==> src/rtl/lsu_mem_fsm_pkg.sv <==
// Shared LSU definitions: op codes, error codes, FSM states and op size/legality helpers.
// Pure declarations; no latency or backpressure of its own.
package lsu_mem_fsm_pkg;

  localparam logic [3:0] OP_LB  = 4'h0;
  localparam logic [3:0] OP_LH  = 4'h1;
  localparam logic [3:0] OP_LW  = 4'h2;
  localparam logic [3:0] OP_LD  = 4'h3;
  localparam logic [3:0] OP_LBU = 4'h4;
  localparam logic [3:0] OP_LHU = 4'h5;
  localparam logic [3:0] OP_LWU = 4'h6;
  localparam logic [3:0] OP_SB  = 4'h8;
  localparam logic [3:0] OP_SH  = 4'h9;
  localparam logic [3:0] OP_SW  = 4'hA;
  localparam logic [3:0] OP_SD  = 4'hB;

  typedef enum logic [1:0] {
    ERR_NONE     = 2'd0,
    ERR_MISALIGN = 2'd1,
    ERR_TIMEOUT  = 2'd2,
    ERR_ILLEGAL  = 2'd3
  } lsu_err_e;

  typedef enum logic [1:0] {
    ST_IDLE = 2'd0,
    ST_REQ  = 2'd1,
    ST_WAIT = 2'd2,
    ST_DONE = 2'd3
  } lsu_state_e;

  localparam int unsigned CNT_W = 16;

  function automatic int unsigned lsu_mask_w(input int unsigned xlen);
    return xlen / 8;
  endfunction

  // Access size in bytes; 0 for codes that are not LSU ops.
  function automatic logic [3:0] op_size(input logic [3:0] op);
    logic [3:0] s;
    case (op)
      OP_LB, OP_LBU, OP_SB:         s = 4'd1;
      OP_LH, OP_LHU, OP_SH:         s = 4'd2;
      OP_LW, OP_LWU, OP_SW:         s = 4'd4;
      OP_LD, OP_SD:                 s = 4'd8;
      default:                      s = 4'd0;
    endcase
    return s;
  endfunction

  function automatic logic op_legal(input logic [3:0] op, input logic is64);
    logic l;
    case (op)
      OP_LB, OP_LH, OP_LW, OP_LBU, OP_LHU, OP_SB, OP_SH, OP_SW: l = 1'b1;
      OP_LD, OP_LWU, OP_SD:                                     l = is64;
      default:                                                  l = 1'b0;
    endcase
    return l;
  endfunction

  function automatic logic op_store(input logic [3:0] op);
    return (op == OP_SB) || (op == OP_SH) || (op == OP_SW) || (op == OP_SD);
  endfunction

  function automatic logic op_signed(input logic [3:0] op);
    return (op == OP_LB) || (op == OP_LH) || (op == OP_LW) || (op == OP_LD);
  endfunction

endpackage

==> src/rtl/lsu_mem_fsm_align.sv <==
// Byte-lane alignment: store mask/data placement and load shift with sign/zero extension.
// Purely combinational, zero latency, no backpressure.
module lsu_mem_fsm_align
  import lsu_mem_fsm_pkg::*;
#(
  parameter  int unsigned XLEN   = 32,
  localparam int unsigned MASK_W = XLEN / 8,
  localparam int unsigned OFF_W  = $clog2(MASK_W)
) (
  input  logic [3:0]        i_st_op,
  input  logic [OFF_W-1:0]  i_st_off,
  input  logic [XLEN-1:0]   i_st_wdata,
  input  logic [3:0]        i_ld_op,
  input  logic [OFF_W-1:0]  i_ld_off,
  input  logic [XLEN-1:0]   i_ld_rdata,
  output logic [MASK_W-1:0] o_wmask,
  output logic [XLEN-1:0]   o_wdata,
  output logic [XLEN-1:0]   o_rdata
);

  logic [3:0]      w_st_size;
  logic [3:0]      w_ld_size;
  logic [XLEN-1:0] w_st_keep;
  logic [XLEN-1:0] w_ld_keep;
  logic [XLEN-1:0] w_ld_sh;
  logic            w_ld_sign;

  assign w_st_size = op_size(i_st_op);
  assign w_ld_size = op_size(i_ld_op);

  always_comb begin
    w_st_keep = '0;
    w_ld_keep = '0;
    o_wmask   = '0;
    for (int b = 0; b < int'(MASK_W); b++) begin
      if (b < int'(w_st_size)) w_st_keep[8*b +: 8] = 8'hFF;
      if (b < int'(w_ld_size)) w_ld_keep[8*b +: 8] = 8'hFF;
      if (op_store(i_st_op) && (b >= int'(i_st_off)) &&
          (b < int'(i_st_off) + int'(w_st_size)))
        o_wmask[b] = 1'b1;
    end
  end

  assign o_wdata = op_store(i_st_op) ? ((i_st_wdata & w_st_keep) << {i_st_off, 3'b000}) : '0;

  assign w_ld_sh = i_ld_rdata >> {i_ld_off, 3'b000};

  // Doubleword loads keep every bit, so their sign bit never matters.
  always_comb begin
    case (w_ld_size)
      4'd1:    w_ld_sign = w_ld_sh[7];
      4'd2:    w_ld_sign = w_ld_sh[15];
      default: w_ld_sign = w_ld_sh[31];
    endcase
    w_ld_sign = w_ld_sign & op_signed(i_ld_op);
  end

  assign o_rdata = (w_ld_sh & w_ld_keep) | ({XLEN{w_ld_sign}} & ~w_ld_keep);

endmodule

==> src/rtl/lsu_mem_fsm.sv <==
// Multicycle load/store unit: one op in flight; req at accept+1, result 1 cycle after response (errors at accept+1).
// Backpressure: in_ready only in IDLE; request held stable until mem_req_ready; response timeout after TIMEOUT cycles.
module lsu_mem_fsm
  import lsu_mem_fsm_pkg::*;
#(
  parameter  int unsigned XLEN    = 32,
  parameter  int unsigned TIMEOUT = 255,
  localparam int unsigned MASK_W  = lsu_mask_w(XLEN),
  localparam int unsigned OFF_W   = $clog2(MASK_W)
) (
  input  logic              clk,
  input  logic              rst,
  input  logic              in_valid,
  output logic              in_ready,
  input  logic [3:0]        in_op,
  input  logic [XLEN-1:0]   in_base,
  input  logic [XLEN-1:0]   in_imm,
  input  logic [XLEN-1:0]   in_wdata,
  output logic              mem_req_valid,
  input  logic              mem_req_ready,
  output logic [XLEN-1:0]   mem_addr,
  output logic              mem_we,
  output logic [MASK_W-1:0] mem_wmask,
  output logic [XLEN-1:0]   mem_wdata,
  input  logic              mem_rsp_valid,
  input  logic [XLEN-1:0]   mem_rdata,
  output logic              out_valid,
  output logic [XLEN-1:0]   out_rdata,
  output logic [1:0]        out_err
);

  localparam logic [CNT_W-1:0] CNT_LAST = CNT_W'(TIMEOUT - 1);

  lsu_state_e        r_state;
  logic [3:0]        r_op;
  logic [OFF_W-1:0]  r_off;
  logic [CNT_W-1:0]  r_cnt;

  logic [XLEN-1:0]   w_ea;
  logic [OFF_W-1:0]  w_off;
  logic              w_illegal;
  logic              w_misal;
  logic [MASK_W-1:0] w_st_wmask;
  logic [XLEN-1:0]   w_st_wdata;
  logic [XLEN-1:0]   w_ld_rdata;

  assign w_ea      = in_base + in_imm;
  assign w_off     = w_ea[OFF_W-1:0];
  assign w_illegal = !op_legal(in_op, XLEN == 64);
  assign w_misal   = (w_off & OFF_W'(op_size(in_op) - 4'd1)) != '0;

  lsu_mem_fsm_align #(.XLEN(XLEN)) u_align (
    .i_st_op    (in_op),
    .i_st_off   (w_off),
    .i_st_wdata (in_wdata),
    .i_ld_op    (r_op),
    .i_ld_off   (r_off),
    .i_ld_rdata (mem_rdata),
    .o_wmask    (w_st_wmask),
    .o_wdata    (w_st_wdata),
    .o_rdata    (w_ld_rdata)
  );

  always_ff @(posedge clk) begin
    if (rst) begin
      r_state       <= ST_IDLE;
      r_op          <= '0;
      r_off         <= '0;
      r_cnt         <= '0;
      in_ready      <= 1'b1;
      mem_req_valid <= 1'b0;
      mem_addr      <= '0;
      mem_we        <= 1'b0;
      mem_wmask     <= '0;
      mem_wdata     <= '0;
      out_valid     <= 1'b0;
      out_rdata     <= '0;
      out_err       <= ERR_NONE;
    end else begin
      case (r_state)
        ST_IDLE: begin
          if (in_valid) begin
            in_ready <= 1'b0;
            r_op     <= in_op;
            r_off    <= w_off;
            if (w_illegal) begin
              r_state   <= ST_DONE;
              out_valid <= 1'b1;
              out_err   <= ERR_ILLEGAL;
            end else if (w_misal) begin
              r_state   <= ST_DONE;
              out_valid <= 1'b1;
              out_err   <= ERR_MISALIGN;
            end else begin
              r_state       <= ST_REQ;
              mem_req_valid <= 1'b1;
              mem_addr      <= {w_ea[XLEN-1:OFF_W], {OFF_W{1'b0}}};
              mem_we        <= op_store(in_op);
              mem_wmask     <= w_st_wmask;
              mem_wdata     <= w_st_wdata;
            end
          end
        end
        ST_REQ: begin
          if (mem_req_ready) begin
            mem_req_valid <= 1'b0;
            r_cnt         <= '0;
            r_state       <= ST_WAIT;
          end
        end
        ST_WAIT: begin
          // A response arriving on the final count still completes cleanly.
          if (mem_rsp_valid) begin
            r_state   <= ST_DONE;
            out_valid <= 1'b1;
            out_err   <= ERR_NONE;
            out_rdata <= mem_we ? '0 : w_ld_rdata;
          end else if (r_cnt == CNT_LAST) begin
            r_state   <= ST_DONE;
            out_valid <= 1'b1;
            out_err   <= ERR_TIMEOUT;
            out_rdata <= '0;
          end else begin
            r_cnt <= r_cnt + 1'b1;
          end
        end
        ST_DONE: begin
          r_state   <= ST_IDLE;
          in_ready  <= 1'b1;
          out_valid <= 1'b0;
          out_rdata <= '0;
          out_err   <= ERR_NONE;
        end
        default: r_state <= ST_IDLE;
      endcase
    end
  end

endmodule

==> config.mk <==
export PLATFORM = sky130hd
export DESIGN_NAME = lsu_mem_fsm
export DESIGN_NICKNAME = d
export VERILOG_FILES = /design/src/rtl/lsu_mem_fsm_pkg.sv /design/src/rtl/lsu_mem_fsm_align.sv /design/src/rtl/lsu_mem_fsm.sv
export SDC_FILE = /design/constraint.sdc
export NUM_CORES = 1
export LEC_CHECK = 0
export CORE_ASPECT_RATIO = 1.4
export CORE_UTILIZATION = 50
export DETAILED_ROUTE_END_ITERATION = 12
export PLACE_DENSITY = 0.85
export SYNTH_ARGS = -nofsm -noshare
export SYNTH_HDL_FRONTEND = slang
export SYNTH_SLANG_ARGS = --single-unit
==> constraint.sdc <==
create_clock -name clk -period 4.2 [get_ports clk]
set_input_delay 0.42 -clock clk [delete_from_list [all_inputs] [get_ports clk]]
set_output_delay 0.42 -clock clk [all_outputs]
set_load 0.02 [all_outputs]
==> out/metrics.yaml <==
grt_use_total_pct: 31.0
min_period_ns: 3.22
die_area_um2: 16300
clkTransAtPathRegs_ns: 0.07
synth-seq-area-share_pct: 33.5
crit_arrival_ns: 3.48
dp_hpwl_mm: 19.0
synth-edff-count: 0
start_kind: "primary input"
p_leak_nw: 4.09
syn-cell-area_um2: 7880
synth-seq-cells: 132
cp_max_fo: 49
cts_tree: "done"
die_h_um: 151
fin_crit_sh_pct: 76.6
cts_setup_buffers: 0
synth.mux.area_fraction_pct: 3.32
drive_above_1_share_pct: 4.98
antennaDiodeCount: 0
grt_pass1_wl_mm: 39.3
insertion_delay_ns: 0.42
detail-route-antenna-nets: 0
antenna_found_initial: 0
area_delta_synth_final_pct: 38.0
setup_violations: 0
ys.flop_type: "dfxtp_1"
cts-buffers-inserted: 17
fin_nets: 1393
fin_cells: 1417
power_per_cell_area_nw_per_um2: 411
critPathKind: "primary input to register"
wl_mm: 25.4
startpoint: "in_base[0]"
regToRegStartpoint: "r_state[0]"
place_inst: 1385
detail_route.first_pass.iterations: 6
synth-async-reset-ratio_pct: 0
core_area_um2: 15200
synth-compound-area-share_pct: 27.2
viasPerCell: 5.95
clock.fmax_ghz: 0.311
grt_pass1_vias: 8006
vias: 8434
drt_iter0_markers: 518
cts.sinks: 132
io_buffer_count: 240
yosys_warnings: 0
grt_max_degree: 95
maxCapViolations: 0
synth_xor_area_share_pct: 3.33
hold_class: "register to register"
start_util_pct: 51.9
yosysUniqueCellTypes: 80
io_pins: 243
hold_viol: 0
worstPathRequired_ns: 4.46
fp.dieW_um: 108
synth_top_family_by_area: "compound AO/OA/AOI/OAI gates"
holdBufCountCts: 0
rows: 53
irDropWorstVdd_mv: 0.263
synth_cells: 997
hold_ws_ns: 0.447
clockBufferDepth: 2
min_from: "out_rdata[4]"
ctsRootBufferMaster: "clkbuf_16"
syn_avg_cell_area_um2: 7.91
p_total_mw: 4.47
drc_errors: 0
drv_slew: 0
rsz0062_at_grt: "no"
tightest_slew_ns: 1.08
grt-ovfl-total: 0
place.gp.congestion: 0.949
synthAdderAreaFrac_pct: 7.17
status: "completed"
maxSlewHeadroom_pct: 27.6
worst_clock_skew_ns: 0.00946
yosys.area_share.simple_pct: 20.6
wl_per_cell_um: 17.9
cts_max_level: 4
worst_setup_path_end_kind: "register"
postCtsResizedCells: 0
fin_setup_tns_ns: 0
rrSetupSlack_ns: 1.42
## where the power goes
group | internal (mW) | switching (mW)
Sequential | 1.38 | 0.0842
Clock | 0.790 | 0.600
Combinational | 0.684 | 0.932
Total | 2.85 | 1.62
## layout by cell type, fill, tap and decap left out, types with 14 or more instances in the layout
master / instances
nand2_1: 111
nor3_1: 15
nor2_1: 120
nand3_1: 27
a22oi_1: 51
a211oi_1: 14
inv_1: 24
a21o_1: 16
dfxtp_1: 132
ha_1: 42
a21oi_1: 104
xor2_1: 16
clkdlybuf4s50_1: 239
xnor2_1: 14
o21ai_1: 25
mux2i_1: 25
clkbuf_16: 17
o21ai_0: 42
## flip-flops by register name (all words and copies together) (netlist names)
name               cells
mem_wdata             32
r_op                   4
mem_addr              30
out_valid              1
mem_we                 1
r_off                  2
in_ready               1
out_err                2
out_rdata             32
mem_req_valid          1
r_cnt                 16
mem_wmask              4
u_align.w_ld_size      4
r_state                2
## path summary, 6_finish.rpt
kind | to | cells past startpoint
worst max register to register | mem_wdata[5] | 9
worst min-delay path | out_rdata[4] | 2
worst max-delay path | mem_wdata[22] | 10
worst min register to register | out_rdata[4] | 2
## critical path, cell delays in order
cell	delay, ns
clkdlybuf4s50_1	0.46
ha_1	0.20
inv_1	0.08
fa_1	0.66
o21bai_1	0.16
nor2b_1	0.38
nand2_2	0.33
buf_4	0.40
a22oi_1	0.28
nor2_1	0.09
## Yosys cell counts, types with 13 or more instances
cell	instances	area, um2
xor2_1	16	140
nand3_1	27	135
nor3_1	15	75.1
nor2_1	120	450
o21ai_1	25	125
a21o_1	16	120
mux2i_1	25	250
clkbuf_1	33	124
a211oi_1	14	105
nor2b_1	13	81.3
xnor2_1	14	123
a21oi_1	104	521
a22oi_1	51	383
inv_1	24	90.1
o21ai_0	42	210
nand2_1	112	420
dfxtp_1	132	2640
ha_1	42	526
## per-stage QoR
step | util [%] | instance area (um2) | setup slack [ns]
final | 71.7 | 10900 | 0.982
after global routing | 71.7 | 10900 | 0.751
after CTS | 71.7 | 10900 | 1.02
after detailed placement | 68.0 | 10300 | 0.590
after global placement | 68.0 | 10300 | 0.749
after floorplan | - | 7890 | 1.37
## final cells by class
class                           count  area [um2]
Tap cell                          192         240
Timing Repair Buffer              252        2490
Inverter                           24        90.1
Fill cell                        1200        4300
Clock inverter                     13         101
Clock buffer                       19         453
Multi-Input combinational cell    785        4870
Sequential cell                   132        2640
## layer usage
layer	wire length [um]	GRT usage (%)
met5	0	0
met2	12600	54.4
met4	1180	18.4
met1	9620	34.2
met3	1910	6.32
## cells by family (layout without fill, tap and decap cells)
| logic type | after synthesis | after routing |
|---|---|---|
| and+or+nand+nor | 350 | 350 |
| AOI/OAI and AO/OA | 333 | 333 |
| DFF | 132 | 132 |
| buffers and inverters | 81 | 308 |
| adders and majority gates | 44 | 44 |
| xor gates and xnor gates | 30 | 30 |
| muxes | 26 | 26 |
| other | 1 | 2 |
Note: power is estimated with default switching activity, not from simulation.
